===== src/rtl/clock_ctrl.sv =====
// clock_ctrl: HH:MM:SS timekeeping controller.
// It divides clk down to a 1 s tick and runs cascaded BCD seconds, minutes and
// hours fields. A run/set state machine, driven by the debounced mode_p and
// inc_p pulses, lets the user set the time one field at a time.
//
// state    | meaning
// ---------+---------------------------------------------------------------
// ST_RUN   | time advances on every prescaler tick; blink held high
// ST_SET_H | time frozen; inc_p steps hours; hours field blinks at 1 Hz
// ST_SET_M | time frozen; inc_p steps minutes
// ST_SET_S | time frozen; inc_p steps seconds; leaving restarts the prescaler
module clock_ctrl #(
  parameter int TICK_DIV = 50000000
) (
  input  logic       clk,
  input  logic       reset,
  input  logic       mode_p,
  input  logic       inc_p,
  output logic [7:0] sec,
  output logic [7:0] min,
  output logic [7:0] hour,
  output logic [1:0] state,
  output logic       blink,
  output logic       sec_tick,
  output logic       min_carry,
  output logic       day_p
);

  localparam int DIV_W = (TICK_DIV > 2) ? $clog2(TICK_DIV) : 1;
  localparam logic [DIV_W-1:0] DIV_LAST = DIV_W'(TICK_DIV - 1);
  localparam logic [DIV_W-1:0] DIV_HALF = DIV_W'(TICK_DIV / 2);

  localparam logic [7:0] SEC_MAX  = 8'h59;
  localparam logic [7:0] MIN_MAX  = 8'h59;
  localparam logic [7:0] HOUR_MAX = 8'h23;

  typedef enum logic [1:0] {
    ST_RUN   = 2'd0,
    ST_SET_H = 2'd1,
    ST_SET_M = 2'd2,
    ST_SET_S = 2'd3
  } state_t;

  state_t           state_q;
  state_t           state_d;
  logic [DIV_W-1:0] div_q;
  logic [DIV_W-1:0] div_d;
  logic [7:0]       sec_d;
  logic [7:0]       min_d;
  logic [7:0]       hour_d;
  logic             tick;
  logic             sec_wrap;
  logic             min_wrap;
  logic             hour_wrap;
  logic             set_inc;

  // One BCD step with wrap to 00 at the field's modulus. Anything at or above
  // the maximum also wraps, so a field can never run past its legal range.
  function automatic logic [7:0] bcd_inc(input logic [7:0] v, input logic [7:0] maxv);
    logic [7:0] r;
    if (v >= maxv) begin
      r = 8'h00;
    end else if (v[3:0] >= 4'd9) begin
      r = {v[7:4] + 4'd1, 4'h0};
    end else begin
      r = {v[7:4], v[3:0] + 4'd1};
    end
    return r;
  endfunction

  assign tick      = (state_q == ST_RUN) && (div_q == DIV_LAST);
  assign sec_wrap  = (sec  == SEC_MAX);
  assign min_wrap  = (min  == MIN_MAX);
  assign hour_wrap = (hour == HOUR_MAX);
  // mode_p takes precedence over inc_p when both arrive together.
  assign set_inc   = inc_p && !mode_p;
  assign state     = state_q;

  // Next FSM state: mode_p walks RUN -> SET_H -> SET_M -> SET_S -> RUN.
  always_comb begin
    state_d = state_q;
    if (mode_p) begin
      case (state_q)
        ST_RUN:   state_d = ST_SET_H;
        ST_SET_H: state_d = ST_SET_M;
        ST_SET_M: state_d = ST_SET_S;
        ST_SET_S: state_d = ST_RUN;
        default:  state_d = ST_RUN;
      endcase
    end
  end

  // Prescaler runs in every state; it restarts on leaving set mode so the
  // first tick lands a full TICK_DIV cycles after returning to RUN.
  always_comb begin
    if (state_q == ST_SET_S && mode_p) begin
      div_d = '0;
    end else if (div_q == DIV_LAST) begin
      div_d = '0;
    end else begin
      div_d = div_q + 1'b1;
    end
  end

  // Field updates: the whole sec->min->hour carry resolves in one edge in RUN;
  // in set mode only the selected field steps and nothing carries.
  always_comb begin
    sec_d  = sec;
    min_d  = min;
    hour_d = hour;
    if (tick) begin
      sec_d = bcd_inc(sec, SEC_MAX);
      if (sec_wrap) begin
        min_d = bcd_inc(min, MIN_MAX);
        if (min_wrap) begin
          hour_d = bcd_inc(hour, HOUR_MAX);
        end
      end
    end else if (set_inc) begin
      case (state_q)
        ST_SET_H: hour_d = bcd_inc(hour, HOUR_MAX);
        ST_SET_M: min_d  = bcd_inc(min, MIN_MAX);
        ST_SET_S: sec_d  = bcd_inc(sec, SEC_MAX);
        default:  ;
      endcase
    end
  end

  // Registered state, prescaler, time fields and output pulses.
  always_ff @(posedge clk) begin
    if (reset) begin
      state_q   <= ST_RUN;
      div_q     <= '0;
      sec       <= 8'h00;
      min       <= 8'h00;
      hour      <= 8'h00;
      blink     <= 1'b1;
      sec_tick  <= 1'b0;
      min_carry <= 1'b0;
      day_p     <= 1'b0;
    end else begin
      state_q   <= state_d;
      div_q     <= div_d;
      sec       <= sec_d;
      min       <= min_d;
      hour      <= hour_d;
      // blink is computed from next-cycle state/div so it lines up with them.
      blink     <= (state_d == ST_RUN) || (div_d < DIV_HALF);
      sec_tick  <= tick;
      min_carry <= tick && sec_wrap;
      day_p     <= tick && sec_wrap && min_wrap && hour_wrap;
    end
  end

endmodule


===== config.mk =====
export PLATFORM = sky130hd
export DESIGN_NAME = clock_ctrl
export DESIGN_NICKNAME = d
export VERILOG_FILES = /design/src/rtl/clock_ctrl.sv
export SDC_FILE = /design/constraint.sdc
export NUM_CORES = 1
export LEC_CHECK = 0
export ABC_AREA = 1
export ABC_CLOCK_PERIOD_IN_PS = 1640
export BUFFER_PORTS_ARGS = -buffer_cell sky130_fd_sc_hd__buf_2
export CORE_UTILIZATION = 53
export DETAILED_ROUTE_END_ITERATION = 7
export GPL_TIMING_DRIVEN = 0
export PLACE_DENSITY = 0.76
export SYNTH_ARGS = -nofsm -noshare
export SYNTH_HDL_FRONTEND = slang
export SYNTH_SLANG_ARGS = --single-unit

===== constraint.sdc =====
create_clock -name clk -period 1.64 [get_ports clk]
set_input_delay 0.164 -clock clk [delete_from_list [all_inputs] [get_ports clk]]
set_output_delay 0.164 -clock clk [all_outputs]
set_load 0.05 [all_outputs]

; Yosys cells after proc, flatten, opt, wreduce, memory -nomap -nowiden
; Index checks and enable logic that the tools add are counted.
[word_totals]
ff_bits = 56
out_inout_bits = 30
[classes]
add_sub_neg = 7
order_cmp = 7
eq_ne = 9
n_mux = 22
n_reduce_logical = 17
[ops]
columns = operator, n
row1 = 8-bit two-way mux, 18
row2 = 26-bit two-way mux, 2
row3 = 26-bit by 1-bit adder with 26-bit output (second input constant), 1
row4 = 26-bit == test (second input constant), 1
row5 = 26-bit by 25-bit < comparator with 1-bit output (second input constant), 1
row6 = 4-bit by 1-bit adder with 4-bit output (second input constant), 6
row7 = 8-bit by 7-bit == test with 1-bit output (second input constant), 2
row8 = 8-bit by 7-bit greater-or-equal comparator with 1-bit output (second input constant), 2
row9 = 4-bit greater-or-equal comparator (second input constant), 3
row10 = 8-bit by 6-bit == test with 1-bit output (second input constant), 1
row11 = 8-bit by 6-bit greater-or-equal comparator with 1-bit output (second input constant), 1
row12 = 2-bit one-hot mux with 4 select lines, 1
row13 = 2-bit nonzero test, 4
row14 = 1-bit logical AND, 6
row15 = 2-bit == test (second input constant), 2
row16 = 2-bit zero test, 2
row17 = 2-bit by 1-bit != test with 1-bit output (second input constant), 2
row18 = 4-bit AND reduction, 1
row19 = 3-bit AND reduction, 1
row20 = 2-bit by 1-bit == test with 1-bit output (second input constant), 1
row21 = 2-bit two-way mux, 1
row22 = 2-bit AND reduction, 1
row23 = 1-bit zero test, 1
row24 = 1-bit logical OR, 1

; Depth between registers and ports, before layout
[logic_depth]
depth_word = 6
ltp_mapped = 15

; Worst setup path after synthesis
; OpenSTA, ideal clock, no wires.
[synth_timing]
kind = register to register
start = register min[1]
end = register min[5]
setup_time_ns = 0.121
arrival_ns = 1.927
required_ns = 1.519
path_slack_ns = -0.408
stages_incl_launch_ff = 11
n_path_buf = 0
synth_period_minus_slack_ns = 2.048
cell_sequence = dfxtp_1 inv_1 ha_1 a31oi_1 inv_1 o21ai_0 nor2_1 inv_1 nand2_4 nand2_4 o22ai_1
[synth_via]
elab_chain_len = 6
[synth_lines]
columns = element, line_no
row1 = from (decl), 20  ; output logic [7:0] min,
row2 = from (signal assigned), 145  ; min <= min_d;
row3 = 4-bit greater-or-equal comparator, 63  ; end else if (v[3:0] >= 4'd9) begin
row4 = 8-bit two-way mux, --
row5 = 8-bit two-way mux *, 61  ; if (v >= maxv) begin
row6 = 8-bit two-way mux, 120  ; case (state_q)
row7 = 8-bit two-way mux, 119  ; end else if (set_inc) begin
row8 = 8-bit two-way mux *, 111  ; if (tick) begin
; Every way passes the cells marked *; elsewhere a longest branch is shown, timed or not. The select of a mux whose other input is x is not followed.
; A chain may end at the register's enable or synchronous reset.

; Final worst setup path
[layout_timing]
start = register div_q[4]
end = register blink
[layout_via]
elab_chain_len = 5
[layout_lines]
columns = element, line_no
row1 = from (decl), 46  ; logic [DIV_W-1:0] div_q;
row2 = from (signal assigned), 143  ; div_q <= div_d;
row3 = 26-bit by 1-bit adder with 26-bit output / 26-bit == test (equally long branches), "101, 98"
row4 = 26-bit two-way mux *, 98  ; end else if (div_q == DIV_LAST) begin
row5 = 26-bit two-way mux *, 96  ; if (state_q == ST_SET_S && mode_p) begin
row6 = 26-bit by 25-bit < comparator with 1-bit output *, 148  ; blink <= (state_d == ST_RUN) || (div_d < DIV_HALF);
row7 = 1-bit logical OR *, 148
row8 = to (signal assigned), 148
row9 = to (decl), 23  ; output logic blink,
; Every way passes the cells marked *; elsewhere a longest branch is shown, timed or not.

==> flow_summary.json <==
{
  "yosysUniqueCellTypes": 43,
  "place.gp.congestion": 0.895,
  "clock-sinks": 56,
  "pre_cts_ws_ns": -0.467,
  "final_common_cell": "nand2_1",
  "grtUsageMet3_pct": 3.78,
  "p_leak_nw": 1.88,
  "portBuffers": 32,
  "hold_class": "input pin to flip-flop",
  "dp_hpwl_um": 5750,
  "setup_ws_ns": -0.303,
  "antenna_cells": 0,
  "hold_buffers": 0,
  "yosysWarnings": 0,
  "synth_edf_count": 0,
  "vdd_drop_max_v": 0.000411,
  "startpoint_type": "flip-flop",
  "syn_nets": 511,
  "vias_per_cell": 5.36,
  "finalMaxSlewViolations": 0,
  "crit_path_end_kind": "flip-flop",
  "fin_crit_ns": 1.94,
  "rows": 28,
  "grt.overflow.total": 0,
  "dieArea_sq_um": 6690,
  "start_util_pct": 56.0,
  "synth_cells": 486,
  "setup_viol": 43,
  "avgRoutedWirePerCell_um": 14.0,
  "vias": 3353,
  "num_io_pins": 34,
  "grt_usage_pct": 25.6,
  "busiest_layer": "met2",
  "clockBufferDepth": 2,
  "period_share_pct": 118,
  "nFillCells": 457,
  "final_cell_mix": "85 x nand2_1, 79 x nor2_1, 64 x inv_1, 32 x buf_2",
  "grt_first_pass_wirelength_um": 13200,
  "fp.dieW_um": 81.8,
  "antenna_found_initial": 0,
  "drc": 0,
  "first_iter_violations": 189,
  "slew_headroom_pct": 51.5,
  "fp.dieH_um": 81.8,
  "grt_max_degree": 19,
  "power.density_nw_per_um2": 583,
  "syn_area_sq_um": 3370,
  "drive_gt1_share_pct": 35.6,
  "path_clk_slew_ns": 0.10,
  "cts.htree.levels": 2,
  "worstSetupPathType": "flip-flop to flip-flop",
  "finalWirelength_um": 8760,
  "hold_viol_final": 0,
  "synth_top_flop_cell": "dfxtp_1",
  "instances_no_fill": 625,
  "worst_pin_slew_ns": 0.724,
  "ant_nets": 0,
  "fmax_mhz": 515,
  "cp_data_arrival_time_ns": 2.16,
  "syn2layout_area_growth_pct": 30.4,
  "placedCellCount": 593,
  "syn_avg_cell_area_sq_um": 6.94,
  "clock_latency_ns": 0.32,
  "use_met2_pct": 43.9,
  "cts_buffers": 5,
  "worstPathMaxFanout": 3,
  "synth.yosys.seq_area_share_pct": 33.2,
  "cp.required_ns": 1.86,
  "status": "finished with violations",
  "power.total_mw": 2.56,
  "rsz0062_at_grt": "yes",
  "root_buffer": "clkbuf_8",
  "ys_ff_latch": 56,
  "finalNetCount": 574,
  "core_area_sq_um": 6030,
  "drtPass1Iterations": 5,
  "clock_skew_ns": 0.00910,
  "async_reset_ff_share_pct": 0,
  "use_met1_pct": 32.8,
  "cts_tree": "yes",
  "max_cap_violations": 0,
  "violations": "negative setup slack",
  "grt_pass1_vias": 2952
}
==> through the flow <==
| step | TNS (ns) | area (sq um) | util (%) | hold WS (ns) |
|---|---|---|---|---|
| 2_1_floorplan | -0.199 | 3460 | - | 0.316 |
| 3_3_place_gp | -10.80 | 3710 | 61.6 | 0.440 |
| 3_5_place_dp | -11.18 | 3710 | 61.6 | 0.465 |
| 4_1_cts | -3.91 | 4110 | 68.1 | 0.170 |
| 5_1_grt | -10.47 | 4400 | 73.0 | 0.228 |
| 6_report | -6.46 | 4400 | 73.0 | 0.170 |
==> flip-flops by register name, summed over array words and instances, names as in the netlist <==
| signal | cells |
|---|---|
| state | 2 |
| sec | 8 |
| sec_tick | 1 |
| hour | 8 |
| blink | 1 |
| div_q | 26 |
| min | 8 |
| min_carry | 1 |
| day_p | 1 |
==> kinds of logic after synthesis <==
family / Yosys count / share of synthesized area (%)
AO/OA/AOI/OAI: 39 / 7.68
flip-flops: 56 / 33.2
XOR/XNOR: 12 / 3.12
adder cells (fa/ha/maj): 21 / 7.79
buffers and inverters: 77 / 8.76
AND/OR/NAND/NOR: 281 / 39.4
==> synth_stat cells, types with 3 or more instances <==
master / number / share of area (%)
nor2_1: 91 / 10
a21oi_1: 16 / 2.4
ha_1: 21 / 7.8
inv_1: 66 / 7.3
xnor2_1: 4 / 1.0
nor2_4: 4 / 1.3
o21ai_0: 5 / 0.74
nor2_2: 9 / 1.7
nand2_2: 7 / 1.3
dfxtp_1: 56 / 33
nor3_1: 12 / 1.8
nand2_1: 95 / 11
nand4_1: 11 / 2.0
nand2_4: 7 / 2.3
nand3_1: 31 / 4.6
xor2_1: 8 / 2.1
o21ai_1: 3 / 0.45
inv_2: 5 / 0.56
==> routing by layer <==
metal | up-vias | wire, um
li1 | 1664 | -
met2 | 118 | 4210
met5 | - | 0
met4 | 0 | 168
met1 | 1551 | 3920
met3 | 20 | 459
==> timing repair <==
action / in CTS / in global routing
pin swaps: 17 / 19
endpoints found under the setup margin: 49 / 41
setup buffers: 14 / 9
resized for setup: 49 / 52
gates cloned: 0 / 1
==> power breakdown <==
part | internal [mW] | leakage [nW] | switching, mW
Clock | 0.462 | 0.0591 | 0.489
Sequential | 1.37 | 0.472 | 0.0192
Combinational | 0.0789 | 1.35 | 0.148
==> layout make-up <==
type,count,area (sq um),area share (%)
plain buffers,3,22.5,0.512
clock buffers,5,68.8,1.57
clock inverters,3,45.0,1.02
inverters,74,293,6.66
multi-input cells,353,2300,52.3
flip-flops and latches,56,1190,27.0
well taps,75,93.8,2.13
repair buffers,56,385,8.76
==> final timing paths <==
check	cells past startpoint	to	slack, ns	startpoint
min reg2reg	2	hour[7]$_SDFFE_PP0P_	0.47	hour[7]$_SDFFE_PP0P_
min	3	state[1]$_SDFF_PP0_	0.17	mode_p
max	12	blink$_SDFF_PP1_	-0.30	div_q[4]$_SDFF_PP0_
max reg2reg	12	blink$_SDFF_PP1_	-0.30	div_q[4]$_SDFF_PP0_
==> critical path, cell delays in order, from the launching register on <==
cell     delay (ns)
dfxtp_2        0.39
nand2_1        0.13
nor2_1         0.19
nand2_1        0.18
nor2_1         0.17
xnor2_1        0.21
nand2_1        0.11
nor2_2         0.14
nand3_1        0.09
nand3_2        0.08
nand2_1        0.05
nand2_1        0.05
nand2_1        0.04
Note: power is estimated with default switching activity, not from simulation.
